## src/rtl/i_axi_rd_bridge.sv

```systemverilog
// Instruction-side bridge: sram-like fetch requests to a single-outstanding,
// single-beat AXI4 read master (AR/R channels only).
module i_axi_rd_bridge #(
    parameter logic [3:0] ARID_VAL = 4'd0
) (
    input  logic        clk,
    input  logic        rst,

    input  logic        inst_req,
    input  logic        inst_wr,
    input  logic [1:0]  inst_size,
    input  logic [31:0] inst_addr,
    input  logic [31:0] inst_wdata,
    output logic        inst_addr_ok,
    output logic        inst_data_ok,
    output logic [31:0] inst_rdata,

    output logic [3:0]  arid,
    output logic [31:0] araddr,
    output logic [7:0]  arlen,
    output logic [2:0]  arsize,
    output logic [1:0]  arburst,
    output logic [1:0]  arlock,
    output logic [3:0]  arcache,
    output logic [2:0]  arprot,
    output logic        arvalid,
    input  logic        arready,

    input  logic [3:0]  rid,
    input  logic [31:0] rdata,
    input  logic [1:0]  rresp,
    input  logic        rlast,
    input  logic        rvalid,
    output logic        rready,

    output logic        rd_err
);

    localparam logic [1:0] S_IDLE = 2'd0;
    localparam logic [1:0] S_AR   = 2'd1;
    localparam logic [1:0] S_R    = 2'd2;
    localparam logic [1:0] S_DONE = 2'd3;

    logic [1:0] state;
    logic [1:0] size_q;
    logic       beat_ours;

    // Write data and rlast carry no meaning for a single-beat read-only port.
    logic unused_inputs;
    assign unused_inputs = ^{inst_wdata, rlast};

    // Handshake outputs decode straight from state, so an async reset drops
    // arvalid/rready/data_ok in the same cycle it is asserted.
    assign inst_addr_ok = (state == S_IDLE) && inst_req && !inst_wr;
    assign arvalid      = (state == S_AR);
    assign rready       = (state == S_R);
    assign inst_data_ok = (state == S_DONE);

    assign arid    = ARID_VAL;
    assign arlen   = 8'd0;
    assign arsize  = {1'b0, size_q};
    assign arburst = 2'b01;
    assign arlock  = 2'b00;
    assign arcache = 4'b0000;
    assign arprot  = 3'b000;

    assign beat_ours = rvalid && (rid == ARID_VAL);

    // NOTE: all state below uses non-blocking assignment so every register
    // samples pre-edge values regardless of statement order.
    always_ff @(posedge clk or posedge rst) begin
        if (rst) begin
            state      <= S_IDLE;
            araddr     <= 32'd0;
            size_q     <= 2'd0;
            inst_rdata <= 32'd0;
            rd_err     <= 1'b0;
        end else begin
            case (state)
                S_IDLE: begin
                    if (inst_addr_ok) begin
                        araddr <= inst_addr;
                        size_q <= inst_size;
                        state  <= S_AR;
                    end
                end
                S_AR: begin
                    if (arready) state <= S_R;
                end
                S_R: begin
                    // Beats with a foreign id are acked by rready and dropped.
                    if (beat_ours) begin
                        inst_rdata <= rdata;
                        if (rresp != 2'b00) rd_err <= 1'b1;
                        state <= S_DONE;
                    end
                end
                S_DONE:  state <= S_IDLE;
                default: state <= S_IDLE;
            endcase
        end
    end

endmodule

```

## config.mk

```make
export PLATFORM = sky130hd
export DESIGN_NAME = i_axi_rd_bridge
export DESIGN_NICKNAME = d
export VERILOG_FILES = /design/src/rtl/i_axi_rd_bridge.sv
export SDC_FILE = /design/constraint.sdc
export NUM_CORES = 1
export LEC_CHECK = 0
export BUFFER_PORTS_ARGS = -buffer_cell sky130_fd_sc_hd__clkbuf_2
export CAP_MARGIN = 20
export CORE_AREA = 2 2 100 83
export DETAILED_ROUTE_END_ITERATION = 10
export DIE_AREA = 0 0 102 85
export PLACE_DENSITY = 0.76
export REMOVE_ABC_BUFFERS = 1
export SKIP_CTS_REPAIR_TIMING = 1
export SLEW_MARGIN = 20
export SYNTH_ARGS = -nofsm -noshare
export SYNTH_HDL_FRONTEND = slang
export SYNTH_SLANG_ARGS = --single-unit
```

## constraint.sdc

```tcl
create_clock -name clk -period 2.2 [get_ports clk]
set_input_delay 0.22 -clock clk [delete_from_list [all_inputs] [get_ports clk]]
set_output_delay 0.22 -clock clk [all_outputs]
set_load 0.1 [all_outputs]
```

**Yosys cells after proc, flatten, opt, wreduce, memory -nomap -nowiden**

Cells that the tools add are included.

- Memory bits (writable): 0
- Memory bits (read-only): 0
- Bits in latches: 0
- Flip-flop bits (word level): 69
- Output and inout port bits: 95
- Memories kept: 0

- Bitwise gates (word level): 0
- Shifts and indexed selects: 0
- Reduce and logical (&&, ||, !) cells: 11
- Div/mod/pow operators: 0
- Eq/ne operators: 6
- Muxes and demuxes: 4
- Add/subtract/negate cells: 0
- Magnitude comparators: 0
- Multiply operators: 0

Operator list:

| cell | number |
|---|---|
| case mux 2 bit (4 select lines) | 1 |
| two-way mux 2 bit | 3 |
| AND reduction 3 bit | 2 |
| == test 2 bit, second input constant | 2 |
| logical NOT 4 bit | 1 |
| inequality test 2 x 1 -> 1 bit, second input constant | 2 |
| AND reduction 2 bit | 2 |
| logical AND 1 bit | 3 |
| == test 2 x 1 -> 1 bit, second input constant | 1 |
| logical NOT 2 bit | 1 |
| inequality test 2 bit, second input constant | 1 |
| nonzero test 2 bit | 1 |
| logical NOT 1 bit | 1 |

**Longest topological paths before layout**

- Word-level depth: 5
- Gate-level depth with buffers: 7

**Least setup slack after synthesis**

OpenSTA, ideal clock, no wires.

- Path kind: register to register
- Start point: register state[0]
- End point: register inst_rdata[10]
- Cell stages (with the launch flop): 6
- Period minus slack after synthesis: 2,212 ps
- Buffers on the path: 1
- Data arrival time: 2,087 ps
- Path slack: -12 ps
- Required time: 2,075 ps
- Path through: dfrtp_1 inv_1 ha_1 nand2_2 buf_6 mux2_4

- Longest elaborated chain between the ends: 2

Ends and longest elaborated chain:

| element | RTL line | source |
|---|---|---|
| from (decl) | 44 | `logic [1:0] state;` |
| from (signal assigned) | 73 | `state <= S_IDLE;` |
| from (signal assigned) | 84 | `state <= S_AR;` |
| from (signal assigned) | 88 | `if (arready) state <= S_R;` |
| == test 2 bit | - |  |
| named net rready | 34 | `output logic rready,` |
| AND reduction 2 bit (no source line) | - |  |
| to (signal assigned) | 93 | `inst_rdata <= rdata;` |
| to (decl) | 16 | `output logic [31:0] inst_rdata,` |

The timed path passes the listed nets, and every way through them passes these cells.
A chain may end at the register's enable or synchronous reset.

**Worst setup path after layout**

- Start point: register state[0]
- End point: output inst_addr_ok

- Longest elaborated chain between the ends: 3

Ends and longest elaborated chain:

| element | RTL line | source |
|---|---|---|
| logical NOT 2 bit | 54 | `assign inst_addr_ok = (state == S_IDLE) && inst_req && !inst_wr;` |
| logical AND 1 bit (2 in series) | 54 |  |
| to (decl) | 14 | `output logic inst_addr_ok,` |

Every way passes these cells.

==> results.tsv <==
metric	value	unit
yosysTopAreaCell	dfrtp_1	
worstSetupEndpointType	output port	
regArea	0.001727	mm^2
port_buffers	148	
fin_nets	530	
start_kind	flop	
drt_iter0_markers	55	
die_y	85	um
routed-via-count	2243	
cp_cell_sequence	inv_1 -> ha_1 -> nand3b_1 -> clkinv_1 -> buf_12	
slew_violations	0	
worstMarginPinSlew	0.5582	ns
dp_hpwl	4737	um
synthesis.instances	260	
fillCellCount	712	
clock-sinks	69	
drive_gt1_share	48.33	%
grt_pass1_wl	10520	um
placementRows	29	
vias_per_cell	4.248	
core_area	0.007692	mm^2
area_delta_synth_final	33.43	%
holdCritStartpoint	inst_addr[6]	
io-pin-count	206	
clk_latency	0.32	ns
ys_seq_area_share	57.89	%
clock.fmax	511.7	MHz
period_minus_slack	1.954	ns
die-area	0.008670	mm^2
worstPathMaxFanout	9	
cts.htree.levels	3	
grt_pass1_vias	2196	
period_share	88.82	%
setup-tns-final	0	ns
ant_nets	0	
first_pass_iters	4	
outcome	finished clean	
synth_seq_cells	69	
required	1.98	ns
multi_input_area	0.001080	mm^2
final_common_cell	clkbuf_2	
syn_avg_cell_area	11.47	um^2
cts_buffers	9	
clk_pin_slew_worst_paths	0.07	ns
drc	0	
cp.arrival	1.73	ns
cts_tree	built	
overflow	0	
initial_utilization	38.78	%
finalHoldViolations	0	
wl_per_cell	12.22	um
rsz0062_at_grt	false	
worstReg2RegStart	state[0]	
diodes	0	
groute.usage.overall	15.47	%
die_x	102	um
path_delay_family	buffers and inverters	
maxCapViolCount	0	
root_buffer	clkbuf_8	
layout_common_cells	clkbuf_2, nand2_1, dfrtp_1	
setup_viol	0	
antenna_found_initial	0	
path_class	flop to output port	
hp-class	primary input to flop	
synthTopCellsByArea	dfrtp_1, mux2_4, nand2_1	
crit_start	state[0]	
slowest_delay	0.38	ns
grt_max_degree	70	
ys_warn_count	0	
totalWireLength	6450	um
gp_congestion	0.7564	
ctsLongestPathBuffers	2	
synth_top_area_share	57.89	%
path_buf_inv	3	
syn_area	0.002983	mm^2
slowest_stage	dfrtp_1	
relSlewSlack	62.94	%
synth_cell_types	22	
skew	0.006936	ns
[kinds of logic after synthesis]
logic type / synth area share (%)
and+or+nand+nor: 14.64
DFF: 57.89
buffers and inverters: 8.682
muxes: 16.11
AOI/OAI and AO/OA: 0.7550
adders and majority gates: 1.678
other: 0.2518
[final timing paths]
kind / slack (ns) / depth (start not counted) / endpoint
worst max-delay path: 0.25 / 5 / inst_addr_ok
worst min-delay path: 0.08 / 3 / araddr[6]
max in group asynchronous: 1.40 / 4 / inst_rdata[27]
worst max register to register: 0.53 / 7 / araddr[8]
worst min register to register: 0.48 / 2 / araddr[14]
min in group asynchronous: 0.51 / 4 / inst_rdata[9]
[per-stage QoR]
step | hold WS, ns | area (um^2) | std cells | setup WS, ns | utilization, %
after floorplan | 0.3254 | 2825 | 249 | -0.9487 | -
after global placement | 0.3128 | 3786 | 511 | 0.5982 | 49.22
after detailed placement | 0.3175 | 3786 | 511 | 0.5355 | 49.22
after CTS | -0.04931 | 3970 | 527 | 0.2233 | 51.61
after global routing | 0.06608 | 3980 | 528 | 0.1181 | 51.74
final | 0.07885 | 3980 | 528 | 0.2459 | 51.74
[cell type report]
class / count / area share, %
Clock buffer: 12 / 3.395
Clock inverter: 4 / 1.226
Inverter: 5 / 0.4715
Multi-Input combinational cell: 175 / 27.13
Sequential cell: 69 / 43.38
Tap cell: 108 / 3.395
Timing Repair Buffer: 155 / 21.00
[layer usage]
layer	wire [um]	GRT usage, %
met4	90	4.727
met3	335	3.460
met5	0	0
met2	3409	27.63
met1	2614	18.53
[worst reg2reg max path, delay by kind of cell (launching register included)]
kind          cells  cell delay [ns]
flops             1             0.38
fa+ha+maj         1             0.23
buf+inv           3             0.70
simple gates      3             0.27
[cell usage after synthesis, drive strengths merged]
library cell and n:
nand2 103, dfrtp 69, mux2 33, buf 30, ha 4, inv 4, clkbuf 3, a21oi 2
conb 2, nand2b 2, clkinv 1, nand3b 1, nor2 1, nor2b 1, nor3 1, nor4 1
o21ai 1, o21bai 1
[flip-flops by register name (all words and copies together), names as in the netlist]
| name | count |
|---|---|
| inst_rdata | 32 |
| araddr | 32 |
| size_q | 2 |
| rd_err | 1 |
| state | 2 |
Power is left out: the tool's default activity adds up to more than one toggle a clock period on the data nets, which glitch-free logic cannot reach.
